<file path="src/rtl/instruction_encoder.sv">
// Two-stage pipelined RV32 instruction encoder: stage 0 captures the field set and
// branch offset, stage 1 packs/range-checks it and emits the word at a running address.
package instruction_encoder_pkg;
    localparam int unsigned XLEN  = 32;
    localparam int unsigned FMT_W = 3;
    localparam int unsigned OPC_W = 7;
    localparam int unsigned F3_W  = 3;
    localparam int unsigned F7_W  = 7;
    localparam int unsigned REG_W = 5;

    localparam logic [FMT_W-1:0] FMT_R  = 3'd0;
    localparam logic [FMT_W-1:0] FMT_I  = 3'd1;
    localparam logic [FMT_W-1:0] FMT_S  = 3'd2;
    localparam logic [FMT_W-1:0] FMT_SB = 3'd3;
    localparam logic [FMT_W-1:0] FMT_U  = 3'd4;
    localparam logic [FMT_W-1:0] FMT_UJ = 3'd5;

    localparam logic [XLEN-1:0] NOP_INSTR = 32'h0000_0013;
    localparam logic [XLEN-1:0] ADDR_STEP = 32'd4;

    // Stage-0 payload: captured fields plus the precomputed PC-relative offset
    typedef struct packed {
        logic [FMT_W-1:0] fmt;
        logic [OPC_W-1:0] opcode;
        logic [F3_W-1:0]  funct3;
        logic [F7_W-1:0]  funct7;
        logic [REG_W-1:0] rd;
        logic [REG_W-1:0] rs1;
        logic [REG_W-1:0] rs2;
        logic [XLEN-1:0]  imm;
        logic [XLEN-1:0]  off;
    } s0_t;
endpackage

module instruction_encoder
    import instruction_encoder_pkg::*;
(
    input  logic             clk,
    input  logic             rst_n,
    input  logic             in_valid,
    output logic             in_ready,
    input  logic [FMT_W-1:0] fmt,
    input  logic [OPC_W-1:0] opcode,
    input  logic [F3_W-1:0]  funct3,
    input  logic [F7_W-1:0]  funct7,
    input  logic [REG_W-1:0] rd,
    input  logic [REG_W-1:0] rs1,
    input  logic [REG_W-1:0] rs2,
    input  logic [XLEN-1:0]  imm,
    input  logic [XLEN-1:0]  program_counter,
    output logic             out_valid,
    input  logic             out_ready,
    output logic [XLEN-1:0]  instr,
    output logic [XLEN-1:0]  instr_addr,
    output logic             err
);

    s0_t             s0;
    logic            s0_valid;
    logic            s1_adv;
    logic            in_fire;
    logic            out_fire;

    logic            i_ok;
    logic            sb_ok;
    logic            u_ok;
    logic            uj_ok;
    logic            legal;
    logic [XLEN-1:0] packed_word;
    logic [XLEN-1:0] enc_instr;
    logic            enc_err;

    // Handshake control; rst_n gating keeps in_ready low throughout reset
    assign s1_adv   = ~out_valid | out_ready;
    assign in_ready = rst_n & (~s0_valid | s1_adv);
    assign in_fire  = in_valid & in_ready;
    assign out_fire = out_valid & out_ready;

    // Stage 0: capture request and offset (imm - pc, modulo 2^32)
    always_ff @(posedge clk or negedge rst_n) begin
        if (!rst_n) begin
            s0_valid <= 1'b0;
            s0       <= '0;
        end else if (in_fire) begin
            s0_valid   <= 1'b1;
            s0.fmt     <= fmt;
            s0.opcode  <= opcode;
            s0.funct3  <= funct3;
            s0.funct7  <= funct7;
            s0.rd      <= rd;
            s0.rs1     <= rs1;
            s0.rs2     <= rs2;
            s0.imm     <= imm;
            s0.off     <= XLEN'(imm - program_counter);
        end else if (s1_adv) begin
            s0_valid <= 1'b0;
        end
    end

    // Range checks: sign-extension redundancy of the upper bits, and alignment
    assign i_ok  = (&s0.imm[XLEN-1:11]) | ~(|s0.imm[XLEN-1:11]);
    assign sb_ok = ((&s0.off[XLEN-1:12]) | ~(|s0.off[XLEN-1:12])) & ~s0.off[0];
    assign u_ok  = ~(|s0.imm[11:0]);
    assign uj_ok = ((&s0.off[XLEN-1:20]) | ~(|s0.off[XLEN-1:20])) & ~s0.off[0];

    // Field packing per format; anything unencodable becomes a flagged NOP
    always_comb begin
        packed_word = '0;
        legal       = 1'b0;
        enc_instr   = NOP_INSTR;
        enc_err     = 1'b1;
        case (s0.fmt)
            FMT_R: begin
                packed_word = {s0.funct7, s0.rs2, s0.rs1, s0.funct3, s0.rd, s0.opcode};
                legal       = 1'b1;
            end
            FMT_I: begin
                packed_word = {s0.imm[11:0], s0.rs1, s0.funct3, s0.rd, s0.opcode};
                legal       = i_ok;
            end
            FMT_S: begin
                packed_word = {s0.imm[11:5], s0.rs2, s0.rs1, s0.funct3,
                               s0.imm[4:0], s0.opcode};
                legal       = i_ok;
            end
            FMT_SB: begin
                packed_word = {s0.off[12], s0.off[10:5], s0.rs2, s0.rs1, s0.funct3,
                               s0.off[4:1], s0.off[11], s0.opcode};
                legal       = sb_ok;
            end
            FMT_U: begin
                packed_word = {s0.imm[XLEN-1:12], s0.rd, s0.opcode};
                legal       = u_ok;
            end
            FMT_UJ: begin
                packed_word = {s0.off[20], s0.off[10:1], s0.off[11], s0.off[19:12],
                               s0.rd, s0.opcode};
                legal       = uj_ok;
            end
            default: legal = 1'b0;
        endcase
        if (legal) begin
            enc_instr = packed_word;
            enc_err   = 1'b0;
        end
    end

    // Stage 1: output register, held while the consumer stalls
    always_ff @(posedge clk or negedge rst_n) begin
        if (!rst_n) begin
            out_valid <= 1'b0;
            instr     <= '0;
            err       <= 1'b0;
        end else if (s1_adv) begin
            out_valid <= s0_valid;
            if (s0_valid) begin
                instr <= enc_instr;
                err   <= enc_err;
            end
        end
    end

    // Address counter advances on each output handshake, wrapping silently
    always_ff @(posedge clk or negedge rst_n) begin
        if (!rst_n) begin
            instr_addr <= '0;
        end else if (out_fire) begin
            instr_addr <= XLEN'(instr_addr + ADDR_STEP);
        end
    end

endmodule

</file>
<file path="config.mk">
export PLATFORM = sky130hd
export DESIGN_NAME = instruction_encoder
export DESIGN_NICKNAME = d
export VERILOG_FILES = /design/src/rtl/instruction_encoder.sv
export SDC_FILE = /design/constraint.sdc
export NUM_CORES = 1
export LEC_CHECK = 0
export CORE_MARGIN = 4
export CORE_UTILIZATION = 48
export DETAILED_ROUTE_END_ITERATION = 10
export PLACE_DENSITY = 0.77
export SLEW_MARGIN = 20
export SYNTH_ARGS = -nofsm -noshare
export SYNTH_HDL_FRONTEND = slang
export SYNTH_SLANG_ARGS = --single-unit
</file>
<file path="constraint.sdc">
create_clock -name clk -period 2.15 [get_ports clk]
set_clock_uncertainty 0.1 [all_clocks]
set_input_delay 0.43 -clock clk [delete_from_list [all_inputs] [get_ports clk]]
set_output_delay 0.43 -clock clk [all_outputs]
set_load 0.01 [all_outputs]
</file>
==> flow_summary.rst <==
.. list-table::
   :header-rows: 1

   * - Metric
     - Value
   * - Count of state elements after synthesis
     - 164
   * - Static leakage
     - 6.72 nW
   * - Effective utilization at floorplan
     - 0.488
   * - Pwr dens
     - 753 mW/mm²
   * - Post-Synthesis Cells
     - 1,022
   * - RSZ-0062 raised after global routing
     - yes
   * - Buffers from clock root to sink, at most
     - 2
   * - Boundary Pins
     - 170
   * - FF-to-FF path depth
     - 9
   * - Met1 capacity usage during global routing
     - 0.356
   * - Final ANT Viol Nets
     - 0
   * - Slew at the pin closest to its max-slew limit
     - 830 ps
   * - Hold Fails Final Rpt
     - 0
   * - Origin of the worst setup path
     - s0[18]
   * - Run status
     - finished with violations
   * - Root buffer cell
     - clkbuf_16
   * - Hold Crit Depth
     - 3
   * - Final nets
     - 1,526
   * - Via count of the first global-routing pass
     - 9,255
   * - Maximum ir drop on the vdd rail
     - 0.378 mV
   * - Total number of vias
     - 9,385
   * - First-pass iteration count of the detailed router
     - 5
   * - Inserted Clock Buffers
     - 17
   * - Die height
     - 146 µm
   * - Fin Setup TNS
     - -7390 ps
   * - Number of cells after detailed placement
     - 1,572
   * - Post-synthesis cell area
     - 0.00909 mm²
   * - Maximum number of pins on one net before global-route repair
     - 165
   * - Unique masters post-synth
     - 58
   * - Buffers on Ports
     - 167
   * - Ant. Diodes
     - 0
   * - Fraction of registers with async set/reset
     - 1.00
   * - Iteration-0 DRC count of the detailed router
     - 716
   * - Skew-Pair Late Insertion Delay
     - 440 ps
   * - Post-route worst setup slack
     - -251 ps
   * - Class of the worst hold path
     - in -> reg
   * - Sequential standard cell area
     - 0.00411 mm²
   * - Cell types occupying the most area after synthesis
     - dfrtp_1, nand2_1, ha_1
   * - Share of final-layout standard cells stronger than drive strength 1
     - 0.319
   * - Routed length per instance
     - 18.8 µm
   * - Yosys warning total
     - 0
   * - Layer with the highest usage
     - met2
   * - Overall die width
     - 146 µm
   * - Worst reg2reg endpoint
     - instr[26]
   * - Maximum clock rate
     - 0.416 GHz
   * - Initial antenna violation count
     - 0
   * - Clock-pin slew of the registers on the worst-case setup and hold paths
     - 70 ps
   * - GR Overflow Total
     - 0
   * - Worst EP arrival
     - 2670 ps
   * - Slew Limit Headroom
     - 0.447
   * - Final Instance Count excl. Fillers
     - 1,637
   * - Post-synthesis to final-layout area growth
     - 57.2%
   * - Number of buffers inserted for hold repair after clock tree synthesis
     - 0
   * - Core Region
     - 0.0186 mm²
   * - Fraction of post-synthesis cell area in the top cell type by area
     - 0.451
   * - Capturing element type of the critical path
     - flop
   * - Final weighted congestion of routability-driven global placement
     - 0.906
   * - Pins Over Slew Limit
     - 0
   * - Drt via density
     - 5.73
   * - Met2 capacity usage during global routing
     - 0.461
   * - Detailed placer's ending HPWL
     - 21.4 mm
   * - Core Rows
     - 50
   * - Final setup violation count
     - 35
   * - Cell taking the most area after synthesis
     - dfrtp_1
   * - Top FF cell, synth
     - dfrtp_1
   * - Tot GR Track Use
     - 0.278
   * - Portion of the post-synthesis area used by sequential elements
     - 0.451
   * - Sort of element at the start of the critical path
     - flop
   * - Post-detailed-route DRC marker count
     - 0
   * - Fill count
     - 1,228
   * - Max capacitance violation total
     - 0
   * - Reg-to-Reg Start
     - s0[18]
   * - Number of enable flip-flop cells after synthesis
     - 0
   * - Critical setup path kind
     - reg -> reg
   * - FF-to-FF setup slack
     - -250 ps
   * - Total detailed-routing wirelength
     - 30.7 mm
   * - H-tree levels
     - 4
   * - Violations in the final reports
     - setup timing
   * - Footprint of the multi-input gates
     - 0.00540 mm²
   * - Largest fanout on the critical path
     - 7
   * - Total die area
     - 0.0212 mm²
   * - Met3 routing resource usage after global routing
     - 0.0523
   * - Most frequently used cell type in the post-synthesis netlist
     - nand2_1
   * - Required time worst endpoint
     - 2420 ps
   * - Post-route clock period utilization
     - 1.12
   * - Worst setup endpoint
     - instr[26]
   * - Clock Sink Count
     - 164
   * - Clock tree from TritonCTS
     - yes
   * - First-pass GRT wire length
     - 47.5 mm
   * - Syn avg cell area
     - 8.90 µm²
   * - Commonest cells post-synth
     - nand2_1, dfrtp_1, o21ai_0, inv_1
   * - Crit path time final
     - 2400 ps
==> stage by stage <==
stage / power [mW] / setup slack [ps] / cell area (µm²) / hold slack, ps / utilization
2_1_floorplan: 5.41 / -189 / 9360 / 34.4 / -
3_3_place_gp: 6.94 / -1000 / 12700 / 355 / 0.682
3_5_place_dp: 7.06 / -1020 / 12700 / 364 / 0.682
4_1_cts: 10.5 / -220 / 13900 / 102 / 0.745
5_1_grt: 11.2 / -283 / 14300 / 111 / 0.767
6_report: 10.8 / -251 / 14300 / 112 / 0.767
==> kinds of logic (layout without fill, tap and decap cells) <==
| family | Yosys count | in the layout | synth area share |
|---|---|---|---|
| compound gates | 219 | 219 | 0.160 |
| xor+xnor | 51 | 51 | 0.0491 |
| fa+ha+maj | 34 | 34 | 0.0473 |
| buf+inv | 106 | 486 | 0.0478 |
| flops | 164 | 164 | 0.451 |
| mux | 42 | 42 | 0.0482 |
| other cells | 1 | 2 | 0.000412 |
| simple gates | 405 | 405 | 0.196 |
==> critical path: stages, from the launching register on <==
cell	delay, ps
dfrtp_1	370
or4_1	530
o22ai_1	140
a22oi_1	110
o31a_1	290
a211o_1	270
o31ai_4	80
buf_6	170
clkbuf_16	150
a22o_1	120
==> layout by cell type, fill, tap and decap left out, types with 20 or more instances in the layout <==
cell type	count
mux2i_1	28
buf_6	23
dfrtp_1	162
o21ai_0	50
nand4_1	31
xor2_1	20
buf_4	207
nand2_1	246
ha_4	28
clkdlybuf4s50_1	117
xnor2_1	30
inv_1	30
a22o_1	29
a21oi_1	21
nor2_1	34
==> timing repair <==
action                     CTS  global route
gates resized for setup    188            96
buffers inserted            19            13
gates cloned                 1             1
setup endpoints to repair   60            54
pin swaps                   52            68
==> report_power, final <==
part,total (mW),switching (mW),leakage [nW],internal (mW)
Clock,3.33,1.33,0.303,2.00
Sequential,3.96,0.404,2.08,3.56
Combinational,3.47,1.67,4.34,1.80
Total,10.8,3.41,6.72,7.35
==> cell type report <==
| class | instances | share of cell area |
|---|---|---|
| Clock buffer | 19 | 0.0310 |
| Clock inverter | 13 | 0.0138 |
| Inverter | 54 | 0.0165 |
| Timing Repair Buffer | 400 | 0.253 |
| Sequential cell | 164 | 0.287 |
| Multi-Input combinational cell | 753 | 0.378 |
| Tap cell | 234 | 0.0205 |
==> metal layers <==
metal / share of wire / vias up / wire, µm
li1: - / 4313 / -
met1: 0.40 / 4551 / 12300
met2: 0.49 / 428 / 15200
met3: 0.066 / 93 / 2040
met4: 0.041 / 0 / 1250
met5: 0 / - / 0
==> sequential cells by signal, summed over array words and instances, names as in the netlist <==
signal / count
s0: 99
out_valid: 1
err: 1
instr_addr: 30
s0_valid: 1
instr: 32
==> worst min path at each step <==
stage	from	slack, ps	end
finish	imm[6]	110	s0[38]
global route	imm[6]	110	s0[38]
CTS	imm[6]	100	s0[38]
detailed placement	s0[83]	360	s0[83]
global placement	instr_addr[31]	360	instr_addr[31]
floorplan	rst_n	30	err
(Power assumes the default switching activity.)
==> patch 1, RTL diff (same settings) <==
`FMT_W`: 3 -> 5.
--- a/src/rtl/instruction_encoder.sv
+++ b/src/rtl/instruction_encoder.sv
@@ -3,5 +3,5 @@
 package instruction_encoder_pkg;
     localparam int unsigned XLEN  = 32;
-    localparam int unsigned FMT_W = 3;
+    localparam int unsigned FMT_W = 5;
     localparam int unsigned OPC_W = 7;
     localparam int unsigned F3_W  = 3;
Interface: changed (resized fmt); port bits go from 170 to 172. No check against the original RTL was run, so the function may have changed too.
==> patch 1 against the unedited design <==
- the run still ends with negative setup slack left
- final area down 0.20%
- maximum frequency up 9.6%
- critical path depth down 1
- sequential cell count up 2
- first-iteration DRC count up 9.1%
- sequential share of layout area up 0.41 points
- total power down 3.6%
- routed wire length up 0.38%
- setup slack better by 0.21 ns
- core utilization down 0.92 points
- global-route usage down 0.85 points
- synthesized area up 1.9%
==> patch 1: results (changes against the unedited design) <==
Power and ir drop
  – Int Power: 7.163 mW (-2.6%)
  – Clock power share: 0.322 (+0.013)
  – Logic power comb: 3.04 mW (-12%)

GRT
  – First-pass GRT wire length: 46.79 mm (-1.6%)
  – Global Route Usage Sum: 0.2690 (-0.008508)
  – Vias in the first global route: 8,970 (-3.1%)
  – Met1 GRT Util: 0.3551 (-0.001277)

Placement
  – Count of input and output buffers: 169 (+1.2%)

Critical path
  – Slowest CP cell: dfrtp_1
  – Launch point of the worst path: s0[97]
  – Critical Path Sink: instr[21]
  – Slowest stage delay, CP: 0.40 ns (-0.13 ns)

CTS
  – Clk Latency, worst-skew pair: 0.42 ns (-0.02 ns)

Routing
  – Met2 WL: 14.90 mm (-1.7%)
  – Met1 Wirelength: 12.49 mm (+1.7%)
  – DR pass1 iterations: 8 (+3)
  – Routed wl met3: 2.208 mm (+8.2%)

Timing
  – Setup ws final: -0.04092 ns (+0.2104 ns)
  – Rel. slew slack: 0.4231 (-0.02382)
  – Final setup vio count: 1 (-97%)

Run status
  – Failing checks: negative setup slack
  – Status: finished, violations left

Final layout
  – Layout cells sized above 1: 0.2946 (-0.02402)
  – Nets: 1,527 (+0.066%)

Synthesis
  – Xor/xnor share of the synthesized area: 0.05200 (+0.002866)
  – Adder-Cell Fraction of Synth Area: 0.04538 (-0.001963)
-- patch 1: stage by stage --
| step | total power, mW | hold slack [ns] | std cells |
|---|---|---|---|
| after CTS | 10.12 | 0.1736 | 1653 |
| final | 10.37 | 0.1124 | 1662 |
| after global routing | 10.80 | 0.1781 | 1662 |
| after global placement | 6.612 | 0.3578 | 1614 |
| after floorplan | 5.243 | 0.03441 | 1039 |
| after detailed placement | 6.691 | 0.3674 | 1614 |
-- patch 1: area by class of cell --
cell class,instances,area share
Clock buffer,22,0.03184
Multi-Input combinational cell,779,0.3903
Timing Repair Buffer,386,0.2374
Tap cell,260,0.02281
Clock inverter,10,0.01360
Sequential cell,166,0.2914
Inverter,39,0.01272
-- patch 1: timing repair --
item | in CTS | in global routing
gates resized for setup | 130 | 76
hold endpoints to repair | 0 | 0
endpoints found under the setup margin | 57 | 47
setup buffers | 7 | 9
gates cloned | 0 | 1
pin swaps | 50 | 50
==> patch 2, RTL diff (same flow settings) <==
Made on the original files. Put one more register stage on the output `err`, with the module's reset. The value now appears one clock later. The other outputs are not delayed to match.
--- a/src/rtl/instruction_encoder.sv
+++ b/src/rtl/instruction_encoder.sv
@@ -55,4 +55,6 @@
     output logic             err
 );
+
+    logic err_s0;
 
     s0_t             s0;
@@ -151,10 +153,10 @@
             out_valid <= 1'b0;
             instr     <= '0;
-            err       <= 1'b0;
+            err_s0    <= 1'b0;
         end else if (s1_adv) begin
             out_valid <= s0_valid;
             if (s0_valid) begin
                 instr <= enc_instr;
-                err   <= enc_err;
+                err_s0 <= enc_err;
             end
         end
@@ -170,4 +172,12 @@
     end
 
+    always_ff @(posedge clk or negedge rst_n) begin
+        if (!rst_n) begin
+            err <= '0;
+        end else begin
+            err <= err_s0;
+        end
+    end
+
 endmodule
 
Behaviour: not the same (Yosys sat finds a counterexample within 4 cycles, from zero or initial values and one cycle with rst_n low).
==> patch 2 against the unedited design <==
- sequential cell count increased by 1
- the run still ends with negative setup slack left
- largest power group unchanged
- die area increased by 0.26%
- final area decreased by 1.8%
- synthesized area increased by 0.28%
- setup slack got worse by 0.045 ns
- routed wire length decreased by 1.9%
- largest cell class unchanged
- count of clock-buffer cells in the layout unchanged
- total power decreased by 3.5%
- first-iteration DRC count decreased by 2.8%
==> patch 2: results (changes against the unedited design) <==
Run status
  – Status: finished, violations left
  – Failing checks: negative setup slack

Final layout
  – Multi-input gate area: 5370 sq um (-0.51%)
  – Clock buf/inv share: 0.04099 (-0.003834)
  – Buffering overhead: 0.2447 (-0.008583)
  – Nets: 1,513 (-0.85%)
  – Layout cells sized above 1: 0.3094 (-0.009250)
  – Non-clk bufs: 386 (-3.5%)
  – P&R area growth vs syn: 54.03%

GRT
  – Largest net degree at the start of global routing: 166 (+0.61%)
  – First-pass GRT wire length: 46.17 mm (-2.8%)
  – Global Route Usage Sum: 0.2674 (-0.01013)

Timing
  – Final setup vio count: 36 (+2.9%)
  – Setup ws final: -0.2961 ns (-0.04480 ns)
  – Final min period: 2.446 ns (+0.04480 ns)

Power and ir drop
  – Max VDD drop: 0.0004202 V (+11%)
  – Clock power share: 0.283 (-0.026)
  – Leak: 6.553 nW (-2.5%)

Critical path
  – Crit-path max FO: 12 (+5)
  – WP data arrival: 2.70 ns (+0.03 ns)

CTS
  – Clk Latency, worst-skew pair: 0.42 ns (-0.02 ns)
  – Post-CTS sizing: 180 (-4.3%)
  – CTS Sinks: 165 (+0.61%)
  – Post-CTS setup buffers: 15 (-4)

Synthesis
  – Sequential-to-total area share from yosys stat: 0.4529 (+0.001506)

Routing
  – Routed WL: 30.13 mm (-1.9%)
  – DR pass1 iterations: 8 (+3)
  – DR vias: 9,222 (-1.7%)
  – Initial DRC count: 696 (-2.8%)

Placement
  – Final GP Congestion: 0.8722 (-3.7%)
  – DP Area: 12,590 sq um (-1.0%)
patch 2: cell types whose count changed in the layout (fill, tap and decap cells not counted), moves of 4 or more:
cell,delta
buf_6,-8
buf_12,-5
dlygate4sd2_1,+4
dlymetal6s2s_1,-5
clkdlybuf4s15_2,+5
buf_2,-5
patch 2: worst paths after layout:
kind                        start   endpoint  cells past startpoint  slack (ns)
setup / recovery           s0[16]  instr[30]                      9       -0.30
hold / removal             imm[6]     s0[38]                      3        0.12
setup reg to reg           s0[16]  instr[30]                      9       -0.30
hold reg to reg            err_s0        err                      0        0.28
max in group asynchronous   rst_n     s0[96]                      2        1.23
min in group asynchronous   rst_n  instr[19]                      2        0.14
patch 2: cell families after synthesis:
family | count (synthesis) | share of synthesized area
AND/OR/NAND/NOR | 405 | 0.1950
other | 1 | 0.0004114
adder cells (fa/ha/maj) | 34 | 0.04721
multiplexers | 42 | 0.04804
buffers and inverters | 106 | 0.04762
XOR/XNOR | 51 | 0.04900
AO/OA/AOI/OAI | 219 | 0.1598
flip-flops | 165 | 0.4529
patch 2: per-stage QoR:
stage | TNS, ns | worst slack (ns) | hold slack, ns
2_1_floorplan | -0.8045 | -0.1886 | 0.03441
5_1_grt | -8.711 | -0.3400 | 0.1168
3_3_place_gp | -30.41 | -0.9635 | 0.2593
3_5_place_dp | -37.74 | -1.049 | 0.2671
6_report | -7.052 | -0.2961 | 0.1224
4_1_cts | -5.488 | -0.1999 | 0.1049
patch 2: per-layer routing:
layer  track usage  part of all wire
met4        0.1059             0.034
met2        0.4380              0.49
met3       0.05325             0.072
met1        0.3505              0.41
met5             0                 0
patch 2: critical path: cells and delay by family, from the launching register on:
family / cells / cell delay, ns
AND/OR/NAND/NOR: 1 / 0.54
buffers and inverters: 2 / 0.33
AO/OA/AOI/OAI: 6 / 1.02
flip-flops: 1 / 0.39
